**src/rtl/fifo_pkt_writer.sv**
```systemverilog
// fifo_pkt_writer: write-side packet framer for the asynchronous FIFO (wr_clk domain).
// Collects up to MAX_LEN payload bytes, then emits header, payload and checksum
// into the FIFO, throttled by fifo_full. Oversize packets are truncated and the
// remainder of the input packet is discarded.
module fifo_pkt_writer #(
    parameter int unsigned MAX_LEN = 16
) (
    input  logic       wr_clk,
    input  logic       rst,
    input  logic [7:0] s_data,
    input  logic       s_valid,
    input  logic       s_last,
    output logic       s_ready,
    input  logic       fifo_full,
    output logic       fifo_wr_en,
    output logic [7:0] fifo_din,
    output logic [7:0] pkt_count,
    output logic [7:0] trunc_count
);

    localparam int unsigned AW        = (MAX_LEN > 1) ? $clog2(MAX_LEN) : 1;
    localparam logic [4:0]  MAX_LEN_W = 5'(MAX_LEN);

    typedef enum logic [2:0] {
        COLLECT,
        HDR,
        PAYLOAD,
        CSUM,
        DISCARD
    } state_t;

    state_t      state_q, state_d;
    logic [4:0]  len_q, len_d;
    logic [4:0]  idx_q, idx_d;
    logic [7:0]  sum_q, sum_d;
    logic        trunc_q, trunc_d;
    logic [7:0]  pkt_count_q, pkt_count_d;
    logic [7:0]  trunc_count_q, trunc_count_d;
    logic [7:0]  mem_q [MAX_LEN];

    logic        accept;
    logic [7:0]  header_w;
    logic [7:0]  csum_w;
    logic [4:0]  len_inc;

    assign s_ready     = !rst && (state_q == COLLECT || state_q == DISCARD);
    assign accept      = s_valid && s_ready;
    assign fifo_wr_en  = (state_q == HDR || state_q == PAYLOAD || state_q == CSUM) && !fifo_full;
    assign header_w    = {trunc_q, 2'b00, len_q};
    assign csum_w      = 8'h00 - (header_w + sum_q);
    assign len_inc     = len_q + 5'd1;
    assign pkt_count   = pkt_count_q;
    assign trunc_count = trunc_count_q;

    // Payload buffer: captures accepted bytes while collecting (no reset needed).
    always_ff @(posedge wr_clk) begin
        if (state_q == COLLECT && accept) begin
            mem_q[len_q[AW-1:0]] <= s_data;
        end
    end

    // State and counter registers with asynchronous reset.
    always_ff @(posedge wr_clk or posedge rst) begin
        if (rst) begin
            state_q       <= COLLECT;
            len_q         <= '0;
            idx_q         <= '0;
            sum_q         <= '0;
            trunc_q       <= 1'b0;
            pkt_count_q   <= '0;
            trunc_count_q <= '0;
        end else begin
            state_q       <= state_d;
            len_q         <= len_d;
            idx_q         <= idx_d;
            sum_q         <= sum_d;
            trunc_q       <= trunc_d;
            pkt_count_q   <= pkt_count_d;
            trunc_count_q <= trunc_count_d;
        end
    end

    // Next-state logic; output states advance only on a cycle that writes the FIFO.
    always_comb begin
        state_d       = state_q;
        len_d         = len_q;
        idx_d         = idx_q;
        sum_d         = sum_q;
        trunc_d       = trunc_q;
        pkt_count_d   = pkt_count_q;
        trunc_count_d = trunc_count_q;
        unique case (state_q)
            COLLECT: begin
                if (accept) begin
                    len_d = len_inc;
                    sum_d = sum_q + s_data;
                    if (s_last) begin
                        trunc_d = 1'b0;
                        state_d = HDR;
                    end else if (len_inc == MAX_LEN_W) begin
                        trunc_d = 1'b1;
                        state_d = HDR;
                    end
                end
            end
            HDR: begin
                if (fifo_wr_en) begin
                    idx_d   = '0;
                    state_d = PAYLOAD;
                end
            end
            PAYLOAD: begin
                if (fifo_wr_en) begin
                    if (idx_q == len_q - 5'd1) begin
                        state_d = CSUM;
                    end else begin
                        idx_d = idx_q + 5'd1;
                    end
                end
            end
            CSUM: begin
                if (fifo_wr_en) begin
                    pkt_count_d   = pkt_count_q + 8'd1;
                    trunc_count_d = trunc_count_q + {7'b0, trunc_q};
                    state_d       = trunc_q ? DISCARD : COLLECT;
                    len_d         = '0;
                    sum_d         = '0;
                    idx_d         = '0;
                    trunc_d       = 1'b0;
                end
            end
            DISCARD: begin
                if (accept && s_last) begin
                    state_d = COLLECT;
                end
            end
            default: state_d = COLLECT;
        endcase
    end

    // FIFO write data mux selected by the current output state.
    always_comb begin
        fifo_din = '0;
        unique case (state_q)
            HDR:     fifo_din = header_w;
            PAYLOAD: fifo_din = mem_q[idx_q[AW-1:0]];
            CSUM:    fifo_din = csum_w;
            default: fifo_din = '0;
        endcase
    end

endmodule
```
**config.mk**
```make
export PLATFORM = sky130hd
export DESIGN_NAME = fifo_pkt_writer
export DESIGN_NICKNAME = d
export VERILOG_FILES = /design/src/rtl/fifo_pkt_writer.sv
export SDC_FILE = /design/constraint.sdc
export NUM_CORES = 1
export LEC_CHECK = 0
export CORE_MARGIN = 2
export CORE_UTILIZATION = 29
export DETAILED_ROUTE_END_ITERATION = 10
export MAX_ROUTING_LAYER = met4
export PLACE_DENSITY = 0.45
export SYNTH_ARGS = -nofsm -noshare
export SYNTH_HDL_FRONTEND = slang
export SYNTH_SLANG_ARGS = --single-unit
```
**constraint.sdc**
```tcl
create_clock -name wr_clk -period 3.23 [get_ports wr_clk]
set_clock_uncertainty 0.05 [all_clocks]
set_input_delay 0.646 -clock wr_clk [delete_from_list [all_inputs] [get_ports wr_clk]]
set_output_delay 0.646 -clock wr_clk [all_outputs]
set_load 0.05 [all_outputs]
```
=== After elaboration in Yosys (flattened, before gate mapping) ===
Memories as Yosys holds them, arrays and structs flattened.
Index checks and enable logic that the tools add are counted.

* Eq/ne operators: 15
* Reductions and logical operators: 19
* Multiplexer cells: 27
* $add $sub $neg: 8

{| class="wikitable"
|+ Operator list
! kind !! count
|-
| $mux 3 || 9
|-
| $pmux 8 s3 || 1
|-
| $mux 5 || 4
|-
| $pmux 5 s2 || 2
|-
| $add 8x8->8 || 2
|-
| $mux 8 || 2
|-
| $pmux 8 s2 || 1
|-
| $pmux 3 s5 || 1
|-
| $add 5x1->5 const B || 2
|-
| $ne 2x2->1 const B || 5
|-
| $add 8x1->8 || 1
|-
| $add 8x1->8 const B || 1
|-
| $reduce_and 4->1 || 2
|-
| $sub 1x8->8 const A || 1
|-
| $reduce_and 7->1 || 1
|-
| $eq 3x2->1 const B || 2
|-
| $mux 1 || 6
|-
| $ne 2x1->1 const B || 3
|-
| $eq 5x5->1 || 1
|-
| $eq 5x5->1 const B || 1
|-
| $logic_and 1x1->1 || 5
|-
| $sub 5x1->5 const B || 1
|-
| $reduce_bool 2->1 || 2
|-
| $eq 3x1->1 const B || 1
|-
| 9 further kinds || 12
|}

* Bits in writable memories: 128
* Logic and storage cells: 77
* Register bits: 38
* Input port bits: 13
* Output and inout bits: 26
* Memories kept: 1

{| class="wikitable"
|+ Memory list
! name !! depth !! width !! read ports !! clocked after Yosys merged registers in !! wr ports !! line !! text
|-
| mem_q || 16 || 8 || 1 || 0 || 1 || 39 || <nowiki>logic [7:0] mem_q [MAX_LEN];</nowiki>
|}

=== Depth between registers and ports, before layout ===
* Depth after elaboration: 7
* Depth in mapped cells: 12
* Mapped depth without buffers: 11

=== Least setup slack after synthesis ===
Ideal clock, no wire load.

* Path type: register to output
* Start: register len_q[2]
* End: output fifo_din[7]
* Arrival time: 3.220 ns
* Slack: -0.686 ns
* Required time: 2.534 ns
* Stages on the path, launching flop included: 13
* Path buffers: 2
* Cell sequence: dfrtp_1 > buf_2 > clkbuf_1 > inv_1 > ha_1 > inv_1 > fa_1 > nor2b_1 > nor3_1 > o21bai_1 > a21oi_1 > xnor2_1 > o21ai_0

* Word-level cells in the longest chain between the ends: 3

{| class="wikitable"
|+ Ends and longest elaborated chain
! element !! line !! text
|-
| start, declared || 33 || <nowiki>logic [4:0] len_q, len_d;</nowiki>
|-
| start signal, assigned || 74 || <nowiki>len_q <= len_d;</nowiki>
|-
| $add 8x8->8 || 50 || <nowiki>assign csum_w = 8'h00 - (header_w + sum_q);</nowiki>
|-
| $sub 1x8->8 || 50 ||
|-
| $pmux 8 s3 || 144 || <nowiki>unique case (state_q)</nowiki>
|-
| end, declared || 16 || <nowiki>output logic [7:0] fifo_din,</nowiki>
|}

No other way between the ends.

=== Final worst setup path ===
* Start: register len_q[1]
* End: output fifo_din[3]

The elaborated chain is that of the path after synthesis.

==> flow_summary.toml <==
[status]
outcome = "complete, but fails checks"
violated_checks = "negative setup slack"

[final_layout]
final_net_count = 635
antenna_cells_inserted = 0
fin_util_pct = 36.6
syn2layout_area_growth_pct = 25.1
layout-drive-gt1-share_pct = 24.7

[drt]
drt_drc_violations_left = 0
count_of_vias_placed_by_the_detailed_router = 4510
wirelength_um = 18300
number_of_drc_markers_after_the_initial_detailed_route_iteration = 341
drt_pre_antenna_iters = 5
route.antenna.remaining_nets = 0
via_per_inst = 4.79
drt-wirelength-per-cell_um = 19.4

[setup_path]
crit_arrival_ns = 2.63
setup.worst_path.class = "flop to output pin"
ff2ff_setup_slack_ns = 0.72
critical_path.max_fanout = 2
worst_ep_required_time_ns = 2.53
timing.critical_path.from_type = "flop"
critical_path.endpoint_type = "output pin"

[floorplan]
io_pins = 39
die_area_sq_mm = 0.0274
rows = 59
chipWidth_um = 166
fp.coreArea_sq_mm = 0.0258
chipHeight_um = 166
effective_utilization_at_floorplan_pct = 29.3

[global_route]
grt_pass1_vias = 4911
grt_max_degree = 39
gr-total-overflow = 0
grt_pass1_wl_um = 28600
track_usage_pct = 14.7
grt_antenna_before_repair = 0

[power_and_ir_drop]
power.density_cell_area_mw_per_mm2 = 949
power.static_leakage_nw = 3.40
ir_drop_v = 0.000842

[clock_network]
cts_htree_levels = 4
tritoncts = "yes"
clkLatencyLatePin_ns = 0.43
clk_path_buf_depth = 2
clock_buffers_created_by_tritoncts = 17
cts_hold_repair.buffers = 0
clockRootBuffer = "sky130_fd_sc_hd__clkbuf_16"
clk_transition_reported_paths_ns = 0.07
clkSinkCount = 166

[logic_synthesis]
netlist_instances = 509
synth_async_sr_flop_share_pct = 22.9
synthesis.area_sq_mm = 0.00757
net_count_after_synthesis = 550
synth.cells.most_frequent = "128 x sky130_fd_sc_hd__edfxtp_1, 38 x sky130_fd_sc_hd__dfrtp_1, 36 x sky130_fd_sc_hd__nand2_1"
synth_seq_cells = 166
synthXorXnorAreaFrac_pct = 3.94
synth_largest_area_cell = "sky130_fd_sc_hd__edfxtp_1"
main_combinational_cell_family_by_area_after_synthesis = "multiplexers"
yosysSeqAreaShare_pct = 63.4
simple_gate_portion_of_the_synthesized_area_pct = 7.11
postSynthAreaPerCell_sq_um = 14.9
synth.top_cell.area_share_pct = 50.8
synth_mux_area_share_pct = 12.5
synth-edff-count = 128
netlist-cell-type-count = 50
yosys_warnings = 0
postSynth.topFlopCell = "sky130_fd_sc_hd__edfxtp_1"
post-synth-top-count-cell = "sky130_fd_sc_hd__edfxtp_1"
synth_fa_ha_area_share_pct = 4.83
yosys-top-cells-area = "sky130_fd_sc_hd__edfxtp_1 51%, sky130_fd_sc_hd__dfrtp_1 13%, sky130_fd_sc_hd__mux4_2 8.9%"
synth_compound_area_share_pct = 6.05

[timing]
minimum_setup_slack_in_the_final_design_ns = -0.0953
share_of_the_clock_period_used_by_the_worst_path_pct = 103
grt_setup_unrepaired = "true"
maxSlewHeadroom_pct = 58.3
setup_viol_count_final = 2
timing.hold.ws_ns = 0.422
finalCriticalPeriod_ns = 3.33
top_achievable_clock_speed_mhz = 301
slew_viol_final = 0
finalHoldViolCount = 0
max_slew.worst_pin.slew_ns = 0.624

[job]
max-cap-violations = 0

[worst_hold_path]
worst_hold_path_type = "flop to flop"

[place]
routabilityCongestion = 0.773
place_hpwl_um = 12600
numPortBuffers = 38
[power breakdown]
part	internal (mW)	switching (mW)	total, mW
Combinational	1.92	2.35	4.27
Clock	1.04	0.984	2.03
Sequential	2.50	0.183	2.69
Total	5.47	3.52	8.99
[sequential cells by signal, indices dropped and copies added (netlist names)]
name	cells
pkt_count	8
trunc_q	1
idx_q	5
mem_q	128
state_q	3
trunc_count	8
sum_q	8
len_q	5
[worst max-delay path: stages (launching register included)]
cell and delay [ns]:
sky130_fd_sc_hd__dfrtp_1 0.39, sky130_fd_sc_hd__ha_1 0.29, sky130_fd_sc_hd__inv_1 0.06, sky130_fd_sc_hd__ha_2 0.18, sky130_fd_sc_hd__inv_2 0.04, sky130_fd_sc_hd__fa_2 0.35
sky130_fd_sc_hd__buf_6 0.13, sky130_fd_sc_hd__xnor2_2 0.12, sky130_fd_sc_hd__mux2i_1 0.16, sky130_fd_sc_hd__o22a_1 0.21, sky130_fd_sc_hd__o21ai_2 0.10, sky130_fd_sc_hd__buf_12 0.18
[path summary, 6_finish.rpt]
check,startpoint,end,cells after the start
min in group asynchronous,rst,pkt_count[7],3
worst max-delay path,len_q[1],fifo_din[3],11
max in group asynchronous,rst,len_q[4],3
worst min register to register,pkt_count[7],pkt_count[7],1
worst min-delay path,pkt_count[7],pkt_count[7],1
worst max register to register,len_q[1],idx_q[3],10
[kinds of logic after synthesis]
family / Yosys count
AOI/OAI and AO/OA: 73
buffers and inverters: 42
adders and majority gates: 28
muxes: 56
DFF: 166
xor gates and xnor gates: 34
and+or+nand+nor: 110
[metrics by stage]
stage	cells	instance area, sq um	total power [mW]	worst slack [ns]	TNS, ns
final	942	9470	8.99	-0.0953	-0.181
after global routing	942	9470	9.56	-0.277	-0.753
after CTS	939	9410	9.02	-0.149	-0.377
after detailed placement	903	8740	6.81	0.154	0
after global placement	903	8740	6.77	0.207	0
after floorplan	509	7580	5.36	-0.0569	-0.0569
[final cells by class]
| class | count | area [sq um] |
|---|---|---|
| clock buffers | 17 | 425 |
| clock inverters | 15 | 176 |
| fillers | 2491 | 16400 |
| inverters | 20 | 75.1 |
| multi-input cells | 301 | 2670 |
| flip-flops and latches | 166 | 4800 |
| well taps | 335 | 419 |
| repair buffers | 88 | 908 |
[placed cells by master (no fill, tap or decap), types with 4 or more instances in the layout]
master                            synthesis  layout
sky130_fd_sc_hd__nand2_1                 36      35
sky130_fd_sc_hd__edfxtp_1               128     128
sky130_fd_sc_hd__nand3_1                  5       5
sky130_fd_sc_hd__clkbuf_16                0      18
sky130_fd_sc_hd__xor2_1                   8       8
sky130_fd_sc_hd__nor2_1                  27      27
sky130_fd_sc_hd__clkinv_8                 0       5
sky130_fd_sc_hd__mux2_2                   5       5
sky130_fd_sc_hd__dfrtp_1                 38      36
sky130_fd_sc_hd__o21ai_0                 30      22
sky130_fd_sc_hd__nand4_1                  8       8
sky130_fd_sc_hd__nor3_1                   9       9
sky130_fd_sc_hd__xnor2_1                 26      25
sky130_fd_sc_hd__ha_1                    26      23
sky130_fd_sc_hd__a21oi_1                 13      12
sky130_fd_sc_hd__or3_1                    5       5
sky130_fd_sc_hd__o21bai_1                 4       4
sky130_fd_sc_hd__nand2b_1                 5       5
sky130_fd_sc_hd__buf_4                    1      44
sky130_fd_sc_hd__clkdlybuf4s50_1          0      29
sky130_fd_sc_hd__o21ai_2                  0       6
sky130_fd_sc_hd__inv_1                   20      16
sky130_fd_sc_hd__mux4_2                  30      30
sky130_fd_sc_hd__inv_2                    0       4
sky130_fd_sc_hd__buf_12                   0      12
sky130_fd_sc_hd__mux2i_1                 21      21
sky130_fd_sc_hd__o22a_1                   6       6
sky130_fd_sc_hd__inv_6                    0       4
sky130_fd_sc_hd__a21o_1                   5       5
[timing repair]
| item | 4_1_cts | 5_1_grt |
|---|---|---|
| cloned | 0 | 1 |
| endpoints found under the setup margin | 5 | 8 |
| pin swaps | 6 | 5 |
| buffers inserted | 4 | 2 |
| gates resized for setup | 16 | 6 |
[routing by layer]
layer	track usage, %	vias up	wire [um]
met5	-	-	0
met4	4.23	0	250
met3	2.87	18	615
met2	24.4	88	9130
met1	18.4	2298	8280
li1	-	2106	-
No activity file was read; power rests on OpenSTA's default activity.
